===== src/rtl/uart_rx_if.sv =====
// Register bus shared with the UART transmitter: 3-bit address and 8-bit data, one-clk strobes.
// dout is combinational from addr/rden on the slave side.
interface uart_rx_if;
    logic       wren;
    logic       rden;
    logic [2:0] addr;
    logic [7:0] din;
    logic [7:0] dout;

    modport master (
        output wren,
        output rden,
        output addr,
        output din,
        input  dout
    );

    modport slave (
        input  wren,
        input  rden,
        input  addr,
        input  din,
        output dout
    );
endinterface


===== src/rtl/uart_rx.sv =====
// 8N1 serial receiver with a 16x oversampling programmable divider and a small receive FIFO.
// Bytes and status are read through the shared 3-bit address / 8-bit data register bus.
module uart_rx #(
    parameter logic [7:0]  Period    = 8'h1A,
    parameter int unsigned FifoDepth = 4
) (
    input  logic      clk,
    input  logic      reset,
    uart_rx_if.slave  bus,
    input  logic      rxin_i,
    output logic      rx_irq_o
);

    localparam int unsigned PtrW = (FifoDepth > 1) ? $clog2(FifoDepth) : 1;
    localparam int unsigned CntW = $clog2(FifoDepth + 1);
    localparam logic [CntW-1:0] FullCnt = CntW'(FifoDepth);

    localparam logic [2:0] AddrPeriod = 3'b000;
    localparam logic [2:0] AddrData   = 3'b010;
    localparam logic [2:0] AddrStatus = 3'b011;

    typedef enum logic [1:0] {StIdle, StStart, StData, StStop} state_e;

    logic            rx_s1_q, rx_s2_q;
    logic            rx_sync;
    logic [7:0]      period_q, div_q;
    logic            tick;
    state_e          state_q;
    logic [3:0]      sc_q;
    logic [2:0]      bi_q;
    logic [7:0]      shift_q;
    logic [7:0]      mem_q [FifoDepth];
    logic [PtrW-1:0] wr_ptr_q, rd_ptr_q;
    logic [CntW-1:0] cnt_q;
    logic            empty, full;
    logic            push, pop;
    logic            stop_eval;
    logic            fe_q, ovr_q;
    logic            fe_set, ovr_set;
    logic            wr_period, wr_status, rd_data;

    assign wr_period = bus.wren && (bus.addr == AddrPeriod);
    assign wr_status = bus.wren && (bus.addr == AddrStatus);
    assign rd_data   = bus.rden && (bus.addr == AddrData);

    // Two-flop synchroniser; idles high so reset never looks like a start edge.
    always_ff @(posedge clk or posedge reset) begin
        if (reset) begin
            rx_s1_q <= 1'b1;
            rx_s2_q <= 1'b1;
        end else begin
            rx_s1_q <= rxin_i;
            rx_s2_q <= rx_s1_q;
        end
    end
    assign rx_sync = rx_s2_q;

    assign tick = (div_q == period_q);

    always_ff @(posedge clk or posedge reset) begin
        if (reset) begin
            period_q <= Period;
            div_q    <= 8'd0;
        end else if (wr_period) begin
            period_q <= bus.din;
            div_q    <= 8'd0;
        end else if (tick) begin
            div_q    <= 8'd0;
        end else begin
            div_q    <= div_q + 8'd1;
        end
    end

    // Start is confirmed at mid-bit (8 ticks); data and stop are sampled every 16 ticks after.
    always_ff @(posedge clk or posedge reset) begin
        if (reset) begin
            state_q <= StIdle;
            sc_q    <= 4'd0;
            bi_q    <= 3'd0;
            shift_q <= 8'd0;
        end else begin
            unique case (state_q)
                StIdle: begin
                    if (!rx_sync) begin
                        state_q <= StStart;
                        sc_q    <= 4'd0;
                    end
                end
                StStart: begin
                    if (tick) begin
                        if (sc_q == 4'd7) begin
                            if (!rx_sync) begin
                                state_q <= StData;
                                sc_q    <= 4'd0;
                                bi_q    <= 3'd0;
                            end else begin
                                state_q <= StIdle;
                            end
                        end else begin
                            sc_q <= sc_q + 4'd1;
                        end
                    end
                end
                StData: begin
                    if (tick) begin
                        if (sc_q == 4'd15) begin
                            shift_q <= {rx_sync, shift_q[7:1]};
                            sc_q    <= 4'd0;
                            if (bi_q == 3'd7) begin
                                state_q <= StStop;
                            end else begin
                                bi_q <= bi_q + 3'd1;
                            end
                        end else begin
                            sc_q <= sc_q + 4'd1;
                        end
                    end
                end
                StStop: begin
                    if (tick) begin
                        if (sc_q == 4'd15) begin
                            state_q <= StIdle;
                            sc_q    <= 4'd0;
                        end else begin
                            sc_q <= sc_q + 4'd1;
                        end
                    end
                end
                default: state_q <= StIdle;
            endcase
        end
    end

    assign stop_eval = (state_q == StStop) && tick && (sc_q == 4'd15);

    assign empty = (cnt_q == '0);
    assign full  = (cnt_q == FullCnt);
    assign pop   = rd_data && !empty;
    // A same-clk pop frees a slot, so a full FIFO can still accept the byte.
    assign push    = stop_eval && rx_sync && (!full || pop);
    assign ovr_set = stop_eval && rx_sync && full && !pop;
    assign fe_set  = stop_eval && !rx_sync;

    always_ff @(posedge clk or posedge reset) begin
        if (reset) begin
            wr_ptr_q <= '0;
            rd_ptr_q <= '0;
            cnt_q    <= '0;
        end else begin
            if (push) begin
                wr_ptr_q <= wr_ptr_q + PtrW'(1);
            end
            if (pop) begin
                rd_ptr_q <= rd_ptr_q + PtrW'(1);
            end
            if (push && !pop) begin
                cnt_q <= cnt_q + CntW'(1);
            end else if (pop && !push) begin
                cnt_q <= cnt_q - CntW'(1);
            end
        end
    end

    always_ff @(posedge clk) begin
        if (push) begin
            mem_q[wr_ptr_q] <= shift_q;
        end
    end

    // Write-1-to-clear; a set in the same clk wins.
    always_ff @(posedge clk or posedge reset) begin
        if (reset) begin
            fe_q  <= 1'b0;
            ovr_q <= 1'b0;
        end else begin
            fe_q  <= fe_set  | (fe_q  & ~(wr_status & bus.din[3]));
            ovr_q <= ovr_set | (ovr_q & ~(wr_status & bus.din[2]));
        end
    end

    always_comb begin
        bus.dout = 8'h00;
        if (bus.rden) begin
            case (bus.addr)
                AddrPeriod: bus.dout = period_q;
                AddrData:   bus.dout = empty ? 8'h00 : mem_q[rd_ptr_q];
                AddrStatus: bus.dout = {4'b0000, fe_q, ovr_q, full, ~empty};
                default:    bus.dout = 8'h00;
            endcase
        end
    end

    assign rx_irq_o = !empty;

endmodule


===== src/flat_wrapper.sv =====
// flat-port wrapper written by rule: the top's interface ports become plain ports
module uart_rx_flat 
#(
    parameter logic [7:0]  Period    = 8'h1A,
    parameter int unsigned FifoDepth = 4
)
  (clk, reset, rxin_i, rx_irq_o, bus_wren, bus_rden, bus_addr, bus_din, bus_dout);
  uart_rx_if bus_i ();
  input  logic clk;
  input  logic reset;
  input  logic rxin_i;
  output logic rx_irq_o;
  input wire logic [$bits(bus_i.wren)-1:0] bus_wren;
  input wire logic [$bits(bus_i.rden)-1:0] bus_rden;
  input wire logic [$bits(bus_i.addr)-1:0] bus_addr;
  input wire logic [$bits(bus_i.din)-1:0] bus_din;
  output wire logic [$bits(bus_i.dout)-1:0] bus_dout;
  assign bus_i.wren = bus_wren;
  assign bus_i.rden = bus_rden;
  assign bus_i.addr = bus_addr;
  assign bus_i.din = bus_din;
  assign bus_dout = bus_i.dout;
  uart_rx #(.Period(Period), .FifoDepth(FifoDepth)) u_core (.clk(clk), .reset(reset), .bus(bus_i), .rxin_i(rxin_i), .rx_irq_o(rx_irq_o));
endmodule

===== config.mk =====
export PLATFORM = sky130hd
export DESIGN_NAME = uart_rx_flat
export DESIGN_NICKNAME = d
export VERILOG_FILES = /design/src/rtl/uart_rx_if.sv /design/src/rtl/uart_rx.sv /design/src/flat_wrapper.sv
export SDC_FILE = /design/constraint.sdc
export NUM_CORES = 1
export LEC_CHECK = 0
export CAP_MARGIN = 20
export CORE_AREA = 2 2 113 115
export CTS_CLUSTER_DIAMETER = 60
export DETAILED_ROUTE_END_ITERATION = 10
export DIE_AREA = 0 0 115 117
export GPL_ROUTABILITY_DRIVEN = 0
export GPL_TIMING_DRIVEN = 0
export PLACE_DENSITY_LB_ADDON = 0.25
export SLEW_MARGIN = 10
export SYNTH_ARGS = -nofsm -noshare
export SYNTH_HDL_FRONTEND = slang
export SYNTH_SLANG_ARGS = --single-unit

===== constraint.sdc =====
create_clock -name clk -period 3.6 [get_ports clk]
set_input_delay 0.9 -clock clk [delete_from_list [all_inputs] [get_ports clk]]
set_output_delay 0.9 -clock clk [all_outputs]
set_load 0.03 [all_outputs]

Yosys cells after proc, flatten, opt, wreduce, memory -nomap -nowiden --
Memory sizes are Yosys's and may differ from the RTL's. Index checks and enable logic that the tools add are counted.
Operators by class: add/subtract/negate cells 7, multiply operators 0, div/mod/pow operators 0, magnitude comparators 0, eq/ne operators 21, shifts and indexed selects 0, mux-type cells 32, bitwise logic cells 9, reduce and logical (&&, ||, !) cells 29
Operator list (number):
- 8-bit two-way mux | 4
- 3-bit two-way mux | 8
- 8-bit one-hot mux with 3 select lines | 1
- 4-bit two-way mux | 5
- 2-bit two-way mux | 9
- 2-bit by 1-bit != test with 1-bit output (second input constant) | 8
- 1-bit logical AND | 13
- 4-bit one-hot mux with 3 select lines | 1
- 8-bit by 1-bit adder with 8-bit output (second input constant) | 1
- 8-bit == test | 1
- 2-bit one-hot mux with 4 select lines | 1
- 8-bit AND reduction | 1
- 7-bit AND reduction | 1
- 3-bit by 1-bit adder with 3-bit output (second input constant) | 2
- 3-bit by 2-bit == test with 1-bit output (second input constant) | 2
- 3-bit == test (second input constant) | 2
- 3-bit logical NOT | 2
- 2-bit != test (second input constant) | 3
- 3-bit one-hot mux with 2 select lines | 1
- 1-bit logical NOT | 5
- 2-bit by 1-bit adder with 2-bit output (second input constant) | 2
- 4-bit by 1-bit adder with 4-bit output (second input constant) | 1
- 1-bit AND | 4
- 2-bit == test (second input constant) | 2
- 13 further kinds | 18
Storage, ports and cells: flip-flop bits (word level) 44, bits in latches 0, bits in writable memories 32, bits in read-only memories 0, input port bits 16, memories kept 1
Memory list:
- u_core.mem_q | words 4, width 8, read ports 1, clocked after memory_dff 0, wr ports 1, RTL line uart_rx.sv:32 | logic [7:0] mem_q [FifoDepth];

Depth between registers and ports, before layout --
depth in word-level cells 9, gate-level depth with buffers 12, depth with buffers taken out 11

Worst setup path before layout --
No wires, ideal clock.
path kind in2out, start point in bus_addr[0], end point out bus_dout[1], arrival 2.067 ns, required time 2.700 ns, path slack 0.633 ns, cell stages on the path 5, cell sequence nor2_1 > and3_2 > clkbuf_1 > nand2_1 > a21oi_1
On the way: word-level cells in the longest chain between the ends 3, elaborated cells between the ends (all ways) 5
Ends and longest elaborated chain:
- start: declaration | RTL line flat_wrapper.sv:15 | input wire logic [$bits(bus_i.addr)-1:0] bus_addr;
- 3-bit by 2-bit == test with 1-bit output or 3-bit logical NOT (tied branches) | RTL line uart_rx.sv:184 | case (bus.addr)
- 8-bit one-hot mux with 3 select lines (*) | RTL line uart_rx.sv:184
- 8-bit two-way mux (*) | RTL line uart_rx.sv:183 | if (bus.rden) begin
- end: declaration | RTL line flat_wrapper.sv:17 | output wire logic [$bits(bus_i.dout)-1:0] bus_dout;
Every way passes the cells marked *; elsewhere a longest branch is shown, timed or not.

Worst setup path in the final report --
start point in bus_addr[2], end point out bus_dout[2]
The elaborated chain is that of the path after synthesis.

==> metrics.cfg <==
[outcome]
status=finished, final reports clean

[pwr]
combPwrFrac_pct=11.0
p_switching_mw=0.568
powerDensity_nw_per_um2=505
leakage_nw=1.90
p_int_mw=1.64
ir_drop_mv=0.224
p_sw_share_pct=25.7
total_power_mw=2.21
pwr-share-clk_pct=40.9
seq_power_share_pct=48.0

[critical_path]
required_ns=2.70
rr_endpoint=u_core.cnt_q[2]
cpMaxStageDelayCell=clkdlybuf4s50_1
rrSetupSlack_ns=0.82
worstRegToRegCells=11
cpPeakStageDelay_ns=0.56
cp_cell_sequence=clkdlybuf4s50_1, nor2_1, and3_2, a222oi_1, nor2_1, dlygate4sd2_1
cp_max_fo=8
worst-setup-path-type=primary input to output pin
r2r-start=u_core.period_q[4]
critPathCaptureType=output pin
crit_path_frequent_cell=nor2_1
crit_arrival_ns=2.64
cp-start-kind=primary input

[drt]
vias=2214
wl_per_cell_um=15.3
ant_nets=0
dr.pass1.iters=6
via_per_inst=4.75
route.detailed.drc=0
first_iter_violations=161
wl_um=7110

[global_route]
grt.total_usage_pct=11.6
first_global_vias=2264
grt_pass1_wl_um=11700
antenna_found_initial=0
grt_max_degree=36
grt-ovfl-total=0

[clock_tree]
cts_hold_buf=0
clock-sinks=76
clk_pin_slew_ns=0.06
cts_max_level=3
cts_buffers=9
clockBufferDepth=2
cts_tree=done
insertion_delay_ns=0.33
cts-root-buf=clkbuf_16

[sta]
hold_ws_ns=0.356
hold_viol=0
period_minus_slack_ns=3.54
finalSetupViolCount=0
max_slew_margin_pct=61.4
rsz0062_at_grt=false
layout_setup_ws_ns=0.0584
drv_slew=0
fmax_mhz=282
tightest_slew_ns=0.579
final.period_utilization_pct=98.4
clock_skew_ns=0.00661
finalSetupTns_ns=0

[hold_path]
hold_depth=0
hp-start=u_core.rx_s1_q
min_to=u_core.rx_s2_q
min_path_type=flip-flop to flip-flop

[logic_synthesis]
yosysWarnings=0
avgSynthCellArea_um2=13.2
syn_nets=305
async_flop_share_pct=57.9
synth_top_area_share_pct=26.9
synth_edf_count=32
seq_area_frac_synth_pct=57.1
synth.distinct_cells=44
yosysTopAreaCell=dfrtp_1
synth_cells=274
synth_area_leaders=dfrtp_1 (27%), edfxtp_1 (27%), mux2_2 (5.9%), mux4_2 (5.0%), ha_1 (4.8%)
synth_ff_type=dfrtp_1
ys_ff_latch=76
synth_area_um2=3620

[floorplanning]
dieWidth_um=115
die_height_um=117
initial_core_util_pct=29.4
coreArea_um2=12300
ios=25
fp-row-count=41
dieArea_um2=13500

[placed_design]
dpl-instance-area_um2=4070
hpwl_um=5070
dpl.cell_count=449
dp_slack_ns=-0.444
portBuffers=24

[flow_run]
maxCapViolations=0

[layout]
final_area_um2=4380
antenna-diode-count=0
fin_util_pct=35.6
nets=342
drive_gt1_share_pct=22.8
area_growth_pct=21.0
final_cells=466

## cells by family (layout without fill, tap and decap cells)
kind of cell | count (synthesis) | count (layout) | synth area share, %
fa+ha+maj | 15 | 15 | 5.39
buf+inv | 23 | 65 | 2.73
mux | 33 | 33 | 12.7
compound gates | 27 | 27 | 5.39
xor+xnor | 20 | 20 | 4.84
simple gates | 80 | 80 | 11.9
flops | 76 | 76 | 57.1
## placed cells by master (no fill, tap or decap), types with 4 or more instances in the layout
cell             instances
dfrtp_1                 39
edfxtp_1                32
nor2_1                  23
mux2_2                  19
clkdlybuf4s50_1         15
inv_1                   14
ha_1                    14
xnor2_1                 13
nand3_1                 13
nand2_1                 12
clkbuf_16                9
mux4_2                   8
xor2_1                   7
nor3_1                   5
and3_1                   5
a22oi_1                  5
mux2i_1                  5
dlygate4sd2_1            5
dfstp_2                  5
buf_2                    4
a21oi_1                  4
o211ai_1                 4
and2_2                   4
## synth_stat cells, types with 4 or more instances
master / n
a21oi_1: 4
a22oi_1: 5
and2_2: 4
and3_1: 5
buf_2: 4
dfrtp_1: 39
dfstp_2: 5
edfxtp_1: 32
ha_1: 14
inv_1: 15
mux2_2: 19
mux2i_1: 5
mux4_2: 8
nand2_1: 12
nand3_1: 13
nor2_1: 23
nor3_1: 5
o211ai_1: 4
xnor2_1: 13
xor2_1: 7
## worst max-delay path by stage
stage	start	end
finish	bus_addr[2]	bus_dout[2]
global route	bus_addr[2]	bus_dout[2]
CTS	bus_addr[0]	bus_dout[3]
detailed placement	bus_addr[0]	bus_dout[6]
global placement	bus_addr[0]	bus_dout[6]
floorplan	bus_addr[0]	bus_dout[1]
## registers in the layout (all words and copies together) (netlist names), named ones only
register,cells
u_core.mem_q,32
u_core.div_q,8
u_core.period_q,8
u_core.shift_q,8
u_core.sc_q,4
u_core.bi_q,3
u_core.cnt_q,3
u_core.rd_ptr_q,2
u_core.wr_ptr_q,2
u_core.fe_q,1
u_core.ovr_q,1
u_core.rx_s1_q,1
u_core.rx_s2_q,1
u_core.state_q,1
## area by class of cell
class	instances	area, um^2
well taps	150	188
repair buffers	27	269
clock inverters	6	71.3
flip-flops and latches	76	2070
inverters	15	56.3
plain buffers	7	38.8
fillers	1180	7930
multi-input cells	175	1460
clock buffers	10	229
## routing by layer
metal  GRT usage (%)  vias to the layer above  part of all wire (%)
met5               0                        -                     0
met4            5.30                        0                   2.0
met3            2.78                       10                   3.7
met2            18.2                       41                    46
met1            15.3                     1087                    48
li1                -                     1076                     -
## power groups by stage
stage | Sequential (mW) | Clock [mW] | Combinational [mW]
floorplan | 1.05 | 0 | 0.189
global placement | 1.08 | 0 | 0.238
detailed placement | 1.08 | 0 | 0.244
CTS | 1.06 | 0.932 | 0.248
global route | 1.07 | 0.969 | 0.277
finish | 1.06 | 0.906 | 0.245
## worst max-delay path, delay by kind of cell
family          cells  cell delay, ns
buf+inv             2            0.92
compound gates      1            0.36
simple gates        3            0.45
## timing repair
item,CTS,global route
pin swaps,2,0
setup endpoints to repair,8,7
endpoints found under the hold margin,0,0
buffers inserted,2,0
resized for setup,8,5
(Power assumes the default switching activity.)
